--- src/rtl/cpu_isa_pkg.sv ---
// Shared ISA definitions for the 16-bit instruction word.
// Used by both the instruction encoder/loader and the control decoder.
package cpu_isa_pkg;

    localparam logic [3:0] OP_MOV_RM = 4'd0;
    localparam logic [3:0] OP_MOV_MR = 4'd1;
    localparam logic [3:0] OP_ADD    = 4'd2;
    localparam logic [3:0] OP_MOVI   = 4'd3;
    localparam logic [3:0] OP_SUB    = 4'd4;
    localparam logic [3:0] OP_JMPZ   = 4'd5;

    localparam int OP_MSB  = 15;
    localparam int OP_LSB  = 12;
    localparam int RA_MSB  = 11;
    localparam int RA_LSB  = 8;
    localparam int RB_MSB  = 7;
    localparam int RB_LSB  = 4;
    localparam int RC_MSB  = 3;
    localparam int RC_LSB  = 0;
    localparam int IMM_MSB = 7;
    localparam int IMM_LSB = 0;

    localparam logic [1:0] ST_IDLE  = 2'd0;
    localparam logic [1:0] ST_LOAD  = 2'd1;
    localparam logic [1:0] ST_DRAIN = 2'd2;
    localparam logic [1:0] ST_DONE  = 2'd3;

    typedef struct packed {
        logic [3:0] op;
        logic [3:0] ra;
        logic [3:0] rb;
        logic [3:0] rc;
        logic [7:0] imm;
    } instr_fields_t;

    function automatic logic is_legal_op(input logic [3:0] op);
        case (op)
            OP_MOV_RM, OP_MOV_MR, OP_ADD, OP_MOVI, OP_SUB, OP_JMPZ: return 1'b1;
            default: return 1'b0;
        endcase
    endfunction

    // Register-form ops carry rb/rc in the low byte; every other op carries imm there.
    function automatic logic [15:0] encode_instr(input instr_fields_t f);
        logic [15:0] w;
        w = '0;
        w[OP_MSB:OP_LSB] = f.op;
        w[RA_MSB:RA_LSB] = f.ra;
        if (f.op == OP_ADD || f.op == OP_SUB) begin
            w[RB_MSB:RB_LSB] = f.rb;
            w[RC_MSB:RC_LSB] = f.rc;
        end else begin
            w[IMM_MSB:IMM_LSB] = f.imm;
        end
        return w;
    endfunction

endpackage

--- src/rtl/instr_encoder_loader_if.sv ---
// Bundle stream, instruction-memory write port and status of the encoder/loader.
// The master side is the program source / memory model, the slave side is the loader.
interface instr_encoder_loader_if #(
    parameter int AW = 8
) ();
    logic          start;
    logic [AW-1:0] base_addr;
    logic          in_valid;
    logic          in_ready;
    logic [3:0]    in_op;
    logic [3:0]    in_ra;
    logic [3:0]    in_rb;
    logic [3:0]    in_rc;
    logic [7:0]    in_imm;
    logic          in_last;
    logic          imem_we;
    logic [AW-1:0] imem_addr;
    logic [15:0]   imem_wdata;
    logic          imem_ready;
    logic          busy;
    logic          done;
    logic          err_illegal;
    logic          err_overflow;
    logic [AW:0]   word_count;

    modport master (
        output start, base_addr, in_valid, in_op, in_ra, in_rb, in_rc, in_imm, in_last,
               imem_ready,
        input  in_ready, imem_we, imem_addr, imem_wdata, busy, done, err_illegal,
               err_overflow, word_count
    );

    modport slave (
        input  start, base_addr, in_valid, in_op, in_ra, in_rb, in_rc, in_imm, in_last,
               imem_ready,
        output in_ready, imem_we, imem_addr, imem_wdata, busy, done, err_illegal,
               err_overflow, word_count
    );
endinterface

--- src/rtl/instr_fifo.sv ---
// Synchronous FIFO with full/empty flags and a single-cycle flush.
// Pointers carry one extra wrap bit so full and empty are distinguishable.
module instr_fifo #(
    parameter int WIDTH = 16,
    parameter int DEPTH = 4
) (
    input  logic             clk,
    input  logic             rst,
    input  logic             flush,
    input  logic             push,
    input  logic             pop,
    input  logic [WIDTH-1:0] wdata,
    output logic [WIDTH-1:0] rdata,
    output logic             full,
    output logic             empty
);
    localparam int          PW      = $clog2(DEPTH);
    localparam logic [PW:0] PTR_ONE = (PW + 1)'(1);

    logic [WIDTH-1:0] mem_q [DEPTH];
    logic [PW:0]      wr_ptr_q, wr_ptr_d;
    logic [PW:0]      rd_ptr_q, rd_ptr_d;
    logic             do_push;
    logic             do_pop;

    assign empty   = (wr_ptr_q == rd_ptr_q);
    assign full    = (wr_ptr_q[PW] != rd_ptr_q[PW]) &&
                     (wr_ptr_q[PW-1:0] == rd_ptr_q[PW-1:0]);
    assign do_push = push && !full;
    assign do_pop  = pop && !empty;
    assign rdata   = mem_q[rd_ptr_q[PW-1:0]];

    always_comb begin
        wr_ptr_d = wr_ptr_q;
        rd_ptr_d = rd_ptr_q;
        if (flush) begin
            wr_ptr_d = '0;
            rd_ptr_d = '0;
        end else begin
            if (do_push) wr_ptr_d = wr_ptr_q + PTR_ONE;
            if (do_pop)  rd_ptr_d = rd_ptr_q + PTR_ONE;
        end
    end

    always_ff @(posedge clk) begin
        if (rst) begin
            wr_ptr_q <= '0;
            rd_ptr_q <= '0;
        end else begin
            wr_ptr_q <= wr_ptr_d;
            rd_ptr_q <= rd_ptr_d;
        end
    end

    always_ff @(posedge clk) begin
        if (do_push && !flush) mem_q[wr_ptr_q[PW-1:0]] <= wdata;
    end
endmodule

--- src/rtl/instr_encoder_loader.sv ---
// Packs instruction field bundles into 16-bit words, buffers them and writes them
// sequentially into instruction memory starting from a programmable base address.
module instr_encoder_loader
    import cpu_isa_pkg::*;
#(
    parameter int AW         = 8,
    parameter int FIFO_DEPTH = 4
) (
    input  logic                  clk,
    input  logic                  rst,
    instr_encoder_loader_if.slave bus
);
    localparam logic [AW-1:0] ADDR_ONE  = AW'(1);
    localparam logic [AW:0]   COUNT_ONE = (AW + 1)'(1);

    logic [1:0]    state_q, state_d;
    logic [AW-1:0] wr_addr_q, wr_addr_d;
    logic [AW:0]   word_count_q, word_count_d;
    logic          last_seen_q, last_seen_d;
    logic          err_illegal_q, err_illegal_d;
    logic          err_overflow_q, err_overflow_d;

    instr_fields_t fields;
    logic [15:0]   packed_word;
    logic [15:0]   fifo_head;
    logic          fifo_full, fifo_empty;
    logic          fifo_push, fifo_pop, fifo_flush;
    logic          in_ready_w, write_en, accept, op_legal, at_top;

    assign fields = '{op: bus.in_op, ra: bus.in_ra, rb: bus.in_rb, rc: bus.in_rc,
                      imm: bus.in_imm};
    assign packed_word = encode_instr(fields);
    assign op_legal    = is_legal_op(bus.in_op);

    // Both strobes are masked during reset so nothing moves in the reset cycle.
    assign in_ready_w = !rst && (state_q == ST_LOAD) && !fifo_full && !last_seen_q;
    assign accept     = bus.in_valid && in_ready_w;
    assign fifo_push  = accept && op_legal;
    assign write_en   = !rst && !fifo_empty && !err_overflow_q &&
                        (state_q == ST_LOAD || state_q == ST_DRAIN);
    assign fifo_pop   = write_en && bus.imem_ready;
    assign at_top     = (wr_addr_q == '1);
    assign fifo_flush = fifo_pop && at_top;

    instr_fifo #(
        .WIDTH (16),
        .DEPTH (FIFO_DEPTH)
    ) u_fifo (
        .clk   (clk),
        .rst   (rst),
        .flush (fifo_flush),
        .push  (fifo_push),
        .pop   (fifo_pop),
        .wdata (packed_word),
        .rdata (fifo_head),
        .full  (fifo_full),
        .empty (fifo_empty)
    );

    always_comb begin
        state_d        = state_q;
        wr_addr_d      = wr_addr_q;
        word_count_d   = word_count_q;
        last_seen_d    = last_seen_q;
        err_illegal_d  = err_illegal_q;
        err_overflow_d = err_overflow_q;

        case (state_q)
            ST_IDLE: begin
                if (bus.start) begin
                    state_d        = ST_LOAD;
                    wr_addr_d      = bus.base_addr;
                    word_count_d   = '0;
                    last_seen_d    = 1'b0;
                    err_illegal_d  = 1'b0;
                    err_overflow_d = 1'b0;
                end
            end
            ST_LOAD: begin
                if (accept && bus.in_last) begin
                    last_seen_d = 1'b1;
                    state_d     = ST_DRAIN;
                end
            end
            ST_DRAIN: begin
                if (fifo_empty) state_d = ST_DONE;
            end
            default: state_d = ST_IDLE;
        endcase

        if (accept && !op_legal) err_illegal_d = 1'b1;

        // Completing the write to the top address ends the load early, overriding LOAD/DRAIN.
        if (fifo_pop) begin
            wr_addr_d    = wr_addr_q + ADDR_ONE;
            word_count_d = word_count_q + COUNT_ONE;
            if (at_top) begin
                err_overflow_d = 1'b1;
                state_d        = ST_DONE;
            end
        end
    end

    always_ff @(posedge clk) begin
        if (rst) begin
            state_q        <= ST_IDLE;
            wr_addr_q      <= '0;
            word_count_q   <= '0;
            last_seen_q    <= 1'b0;
            err_illegal_q  <= 1'b0;
            err_overflow_q <= 1'b0;
        end else begin
            state_q        <= state_d;
            wr_addr_q      <= wr_addr_d;
            word_count_q   <= word_count_d;
            last_seen_q    <= last_seen_d;
            err_illegal_q  <= err_illegal_d;
            err_overflow_q <= err_overflow_d;
        end
    end

    assign bus.in_ready     = in_ready_w;
    assign bus.imem_we      = write_en;
    assign bus.imem_addr    = wr_addr_q;
    assign bus.imem_wdata   = fifo_empty ? 16'h0000 : fifo_head;
    assign bus.busy         = (state_q == ST_LOAD) || (state_q == ST_DRAIN);
    assign bus.done         = (state_q == ST_DONE);
    assign bus.err_illegal  = err_illegal_q;
    assign bus.err_overflow = err_overflow_q;
    assign bus.word_count   = word_count_q;
endmodule
--- src/flat_wrapper.sv ---
// flat-port wrapper written by rule: the top's interface ports become plain ports
module instr_encoder_loader_flat import cpu_isa_pkg::*;
#(
    parameter int AW         = 8,
    parameter int FIFO_DEPTH = 4
)
  (clk, rst, bus_start, bus_base_addr, bus_in_valid, bus_in_op, bus_in_ra, bus_in_rb, bus_in_rc, bus_in_imm, bus_in_last, bus_imem_ready, bus_in_ready, bus_imem_we, bus_imem_addr, bus_imem_wdata, bus_busy, bus_done, bus_err_illegal, bus_err_overflow, bus_word_count);
  instr_encoder_loader_if #(.AW(AW)) bus_i ();
  input  logic clk;
  input  logic rst;
  input wire logic [$bits(bus_i.start)-1:0] bus_start;
  input wire logic [$bits(bus_i.base_addr)-1:0] bus_base_addr;
  input wire logic [$bits(bus_i.in_valid)-1:0] bus_in_valid;
  input wire logic [$bits(bus_i.in_op)-1:0] bus_in_op;
  input wire logic [$bits(bus_i.in_ra)-1:0] bus_in_ra;
  input wire logic [$bits(bus_i.in_rb)-1:0] bus_in_rb;
  input wire logic [$bits(bus_i.in_rc)-1:0] bus_in_rc;
  input wire logic [$bits(bus_i.in_imm)-1:0] bus_in_imm;
  input wire logic [$bits(bus_i.in_last)-1:0] bus_in_last;
  input wire logic [$bits(bus_i.imem_ready)-1:0] bus_imem_ready;
  output wire logic [$bits(bus_i.in_ready)-1:0] bus_in_ready;
  output wire logic [$bits(bus_i.imem_we)-1:0] bus_imem_we;
  output wire logic [$bits(bus_i.imem_addr)-1:0] bus_imem_addr;
  output wire logic [$bits(bus_i.imem_wdata)-1:0] bus_imem_wdata;
  output wire logic [$bits(bus_i.busy)-1:0] bus_busy;
  output wire logic [$bits(bus_i.done)-1:0] bus_done;
  output wire logic [$bits(bus_i.err_illegal)-1:0] bus_err_illegal;
  output wire logic [$bits(bus_i.err_overflow)-1:0] bus_err_overflow;
  output wire logic [$bits(bus_i.word_count)-1:0] bus_word_count;
  assign bus_i.start = bus_start;
  assign bus_i.base_addr = bus_base_addr;
  assign bus_i.in_valid = bus_in_valid;
  assign bus_i.in_op = bus_in_op;
  assign bus_i.in_ra = bus_in_ra;
  assign bus_i.in_rb = bus_in_rb;
  assign bus_i.in_rc = bus_in_rc;
  assign bus_i.in_imm = bus_in_imm;
  assign bus_i.in_last = bus_in_last;
  assign bus_i.imem_ready = bus_imem_ready;
  assign bus_in_ready = bus_i.in_ready;
  assign bus_imem_we = bus_i.imem_we;
  assign bus_imem_addr = bus_i.imem_addr;
  assign bus_imem_wdata = bus_i.imem_wdata;
  assign bus_busy = bus_i.busy;
  assign bus_done = bus_i.done;
  assign bus_err_illegal = bus_i.err_illegal;
  assign bus_err_overflow = bus_i.err_overflow;
  assign bus_word_count = bus_i.word_count;
  instr_encoder_loader #(.AW(AW), .FIFO_DEPTH(FIFO_DEPTH)) u_core (.clk(clk), .rst(rst), .bus(bus_i));
endmodule
--- config.mk ---
export PLATFORM = sky130hd
export DESIGN_NAME = instr_encoder_loader_flat
export DESIGN_NICKNAME = d
export VERILOG_FILES = /design/src/rtl/cpu_isa_pkg.sv /design/src/rtl/instr_encoder_loader_if.sv /design/src/rtl/instr_fifo.sv /design/src/rtl/instr_encoder_loader.sv /design/src/flat_wrapper.sv
export SDC_FILE = /design/constraint.sdc
export NUM_CORES = 1
export LEC_CHECK = 0
export BUFFER_PORTS_ARGS = -buffer_cell sky130_fd_sc_hd__buf_2
export CAP_MARGIN = 20
export CORE_UTILIZATION = 40
export DETAILED_ROUTE_END_ITERATION = 6
export GPL_TIMING_DRIVEN = 0
export MAX_ROUTING_LAYER = met4
export PLACE_DENSITY = 0.6
export SLEW_MARGIN = 20
export SYNTH_ARGS = -nofsm -noshare
export SYNTH_HDL_FRONTEND = slang
export SYNTH_SLANG_ARGS = --single-unit
export TNS_END_PERCENT = 100
--- constraint.sdc ---
create_clock -name clk -period 6.6 [get_ports clk]
set_input_delay 1.32 -clock clk [delete_from_list [all_inputs] [get_ports clk]]
set_output_delay 1.32 -clock clk [all_outputs]
set_load 0.02 [all_outputs]
# Word-level counts from Yosys, hierarchy flattened
# Memories as Yosys holds them, arrays and structs flattened. A register that Yosys moved wholly into a read port is not among the register bits.
# Index checks and enable logic that the tools add are counted.
# word_totals
ramBits	64
memories	1
out_inout_bits	39
reg_bits	28
wordCells	92
# classes
n_addsub	4
muxes	28
eq_ne	14
reduce_logical	37
# memory_table
name	words	width	read_ports	rd_clocked_by_memory_dff	wr	line	text
u_core.u_fifo.mem_q	4	16	1	1	1	instr_fifo.sv:20	logic [WIDTH-1:0] mem_q [DEPTH];
# op_table
cell	n
8-bit 2-to-1 mux	4
9-bit 2-to-1 mux	3
1-bit logical AND	16
16-bit 2-to-1 mux	1
2-bit 2-to-1 mux	7
1-bit 2-to-1 mux	11
2-bit nonzero test	5
9-bit by 1-bit adder with 9-bit output (second input constant)	1
8-bit by 1-bit adder with 8-bit output (second input constant)	1
4-bit by 2-bit == test with 1-bit output (second input constant)	2
4-bit by 3-bit == test with 1-bit output (second input constant)	2
8-bit == test (second input constant)	1
1-bit logical NOT	7
3-bit by 1-bit adder with 3-bit output (second input constant)	2
2-bit one-hot mux with 3 select lines	1
6-bit OR reduction	1
2-bit == test (second input constant)	2
4-bit by 1-bit == test with 1-bit output (second input constant)	1
4-bit logical NOT	1
2-bit inequality test (second input constant)	2
2-bit AND reduction	2
3-bit == test	1
3-bit AND reduction	1
2-bit by 1-bit == test with 1-bit output (second input constant)	1
other kinds (6)	7

# Depth between registers and ports, before layout
# depth
word_depth	11
depth_mapped	7
mapped_depth_nobuf	6

# Cells and area by module
# A second synthesis with hierarchy kept.
# hier_totals
cells_unflattened	330
hier_area_um2	4366.7
# by_module_without_submodules
mod	area_each_um2	instances	seq_area_each_um2	cells_each
instr_fifo	2887.8	1	2082.0	154
instr_encoder_loader	1478.9	1	440.4	176

# Least setup slack after synthesis
# No wires, ideal clock.
# synth_timing
path_type	in2out
from	input rst
to	output bus_imem_we
arrival_time_ns	2.111
setup_slack_ns	3.169
path_buffers	0
required_ns	5.280
path_stages	2
path_cell_list	or3b_2 nor2_1
# synth_between
elab_chain_len	4
# synth_rtl
item	line	text
from (decl)	flat_wrapper.sv:10	input logic rst;
1-bit logical NOT	instr_encoder_loader.sv:39	assign write_en = !rst && !fifo_empty && !err_overflow_q &&
1-bit logical AND (3 in a row)	instr_encoder_loader.sv:39	
to (decl)	flat_wrapper.sv:22	output wire logic [$bits(bus_i.imem_we)-1:0] bus_imem_we;
# Every way passes these cells.

# Final worst setup path
# Ends and elaborated chain as after synthesis.

==> impl_metrics.yaml <==
status:
  status: "finished clean"
route:
  drt_drc_violations_left: 0
  detail_route.first_pass.iterations: 4
  wl_per_cell_um: 16.8
  drtIter0Drc: 146
  vias: 3099
  wl_um: 9570
  ant_nets: 0
  drt-vias-per-instance: 5.46
logic_synthesis:
  synth_fa_ha_area_share_pct: 3.42
  synth.avg_cell_area_sq_um: 12.9
  synthFlopType: "edfxtp_1"
  yosys.cell_types.count: 60
  synth_common_cells: "edfxtp_1 (64), dfxtp_1 (30), nand2_1 (25)"
  ys_async_sr_fraction_pct: 0
  synth_top_cell_area_share_pct: 43.7
  yosys.area_share.simple_pct: 14.6
  synth.most_common_cell: "edfxtp_1"
  synth_edf_count: 64
  synth_warnings: 0
  synth-seq-area-share_pct: 57.4
  synth_seq_cells: 94
  synth_compound_area_share_pct: 9.82
  yosys.area_share.xor_xnor_pct: 1.94
  syn_nets: 390
  syn-cell-area_sq_um: 4390
  yosys.area.top_type: "edfxtp_1"
  synthMuxAreaShare_pct: 10.3
  synthTopCellsByArea: "edfxtp_1 (44%), dfxtp_1 (14%), mux4_2 (8.2%)"
  netlist_instances: 340
  synth_top_family_by_area: "simple AND/OR/NAND/NOR gates"
clocking:
  cts_tree: "done"
  insertion_delay_ns: 0.36
  clk_pin_slew_worst_paths_ns: 0.10
  htreeDepth: 3
  cts_resized: 0
  cts.sinks: 94
  cts_root_buf: "clkbuf_8"
  cts_buffers: 9
  post_cts_buffers: 0
  hold_buffers: 0
  cts_buffer_depth: 2
cells_and_area:
  fill_cells: 956
  antenna_cells: 0
  final_cells: 568
  multi_input_area_sq_um: 1760
  drive_gt1_share_pct: 30.3
  synthToLayoutAreaGrowth_pct: 17.1
  seqCellArea_sq_um: 2520
  layout.nets: 477
sta:
  finalCritPeriodShare_pct: 54.9
  max_freq_mhz: 276
  fin_skew_ns: 0.0137
  fin_crit_ns: 3.62
  worstMarginPinSlew_ns: 0.861
  slew_violations: 0
  timing.final.ws_setup_ns: 2.98
  holdWs_ns: 0.518
  setup_viol: 0
  finalHoldViolCount: 0
  slew_headroom_pct: 42.6
  fin_tns_setup_ns: 0
  rsz0062_at_grt: "false"
floorplan:
  initial_utilization_pct: 41.8
  die_w_um: 107
  die_y_um: 107
  io_pins: 77
  rows: 37
  die_area_sq_um: 11400
  core-area_sq_um: 10500
place:
  post-place-ws_ns: 2.97
  gp_congestion: 0.826
  hpwl_um: 6580
  io_buffers: 76
  dp_cells: 552
global_routing:
  track_usage_pct: 18.3
  grt_pass1_vias: 3012
  grt_overflow: 0
  grt_pass1_wl_um: 15200
  grt_antenna_before_repair: 0
  grt_max_degree: 18
power:
  p_total_mw: 1.15
  power_density_nw_per_um2: 223
  ir_drop_v: 0.000128
  leakage_nw: 1.88
worst_hold_path:
  min_path_type: "reg2reg"
setup_path:
  crit_path_start_kind: "primary input"
  required_ns: 5.28
  reg2reg_slack_ns: 3.75
  cp_max_fo: 6
  critical_path_class: "in2out"
  critPathArrivalTime_ns: 2.30
  end_kind: "output pin"
flow_run:
  max-cap-violations: 0
==> through the flow <==
step / cell area, sq um / util [%]
5_1_grt: 5150 / 49.0
3_3_place_gp: 4940 / 47.1
3_5_place_dp: 4940 / 47.1
6_report: 5150 / 49.0
4_1_cts: 5150 / 49.0
2_1_floorplan: 4390 / -
==> sequential cells by signal, summed over array words and instances (netlist names), named ones only <==
register / cells
u_core.last_seen_q: 1
u_core.u_fifo.mem_q: 64
u_core.u_fifo.rd_ptr_q: 3
u_core.bus.err_illegal: 1
u_core.bus.err_overflow: 1
u_core.u_fifo.wr_ptr_q: 3
u_core.state_q: 2
u_core.bus.imem_addr: 8
u_core.bus.word_count: 9
==> metal layers <==
layer  up-vias  global-route usage [%]  share of wire (%)
met5         -                       -                  0
li1       1484                       -                  -
met1      1513                    23.2                 45
met2        90                    29.3                 50
met4         0                    8.71                1.5
met3        12                    2.43                4.1
==> cell type report <==
class,count,share of cell area [%]
Inverter,9,0.656
Buffer,17,1.56
Multi-Input combinational cell,220,34.2
Sequential cell,94,49.0
Tap cell,136,3.31
Timing Repair Buffer,76,7.39
Clock buffer,10,2.48
Clock inverter,6,1.46
==> logic make-up (layout without fill, tap and decap cells) <==
group | Yosys count | after routing
multiplexers | 24 | 24
XOR/XNOR | 8 | 8
adder cells (fa/ha/maj) | 12 | 12
buffers and inverters | 26 | 118
AO/OA/AOI/OAI | 59 | 59
AND/OR/NAND/NOR | 117 | 117
flip-flops | 94 | 94
==> path summary, 6_finish.rpt <==
| kind | end | cells past startpoint | start |
|---|---|---|---|
| setup / recovery | bus_imem_we | 4 | rst |
| hold / removal | u_core.bus.err_illegal$_SDFFE_PP0P_ | 2 | u_core.bus.err_illegal$_SDFFE_PP0P_ |
| setup reg to reg | u_core.u_fifo.mem_q[0][9]$_DFFE_PP_ | 7 | u_core.state_q[0]$_SDFF_PP0_ |
| hold reg to reg | u_core.bus.err_illegal$_SDFFE_PP0P_ | 2 | u_core.bus.err_illegal$_SDFFE_PP0P_ |
==> report_power, final <==
group,internal (mW),switching [mW]
clock network,0.181,0.213
registers,0.638,0.00875
logic,0.0415,0.0666
==> placed cells by master, fill, tap and decap left out, types with 11 or more instances in the layout <==
master,count
nand2_1,25
ha_1,12
nand3_1,15
dfxtp_1,30
mux4_2,16
edfxtp_1,64
buf_2,80
and2_1,18
clkbuf_1,11
nor2_1,13
a21oi_1,18
==> critical path: stages <==
cell and delay, ns:
buf_2 0.13, or3b_2 0.53, nor2_1 0.14, buf_2 0.19
Note: power is estimated with default switching activity, not from simulation.
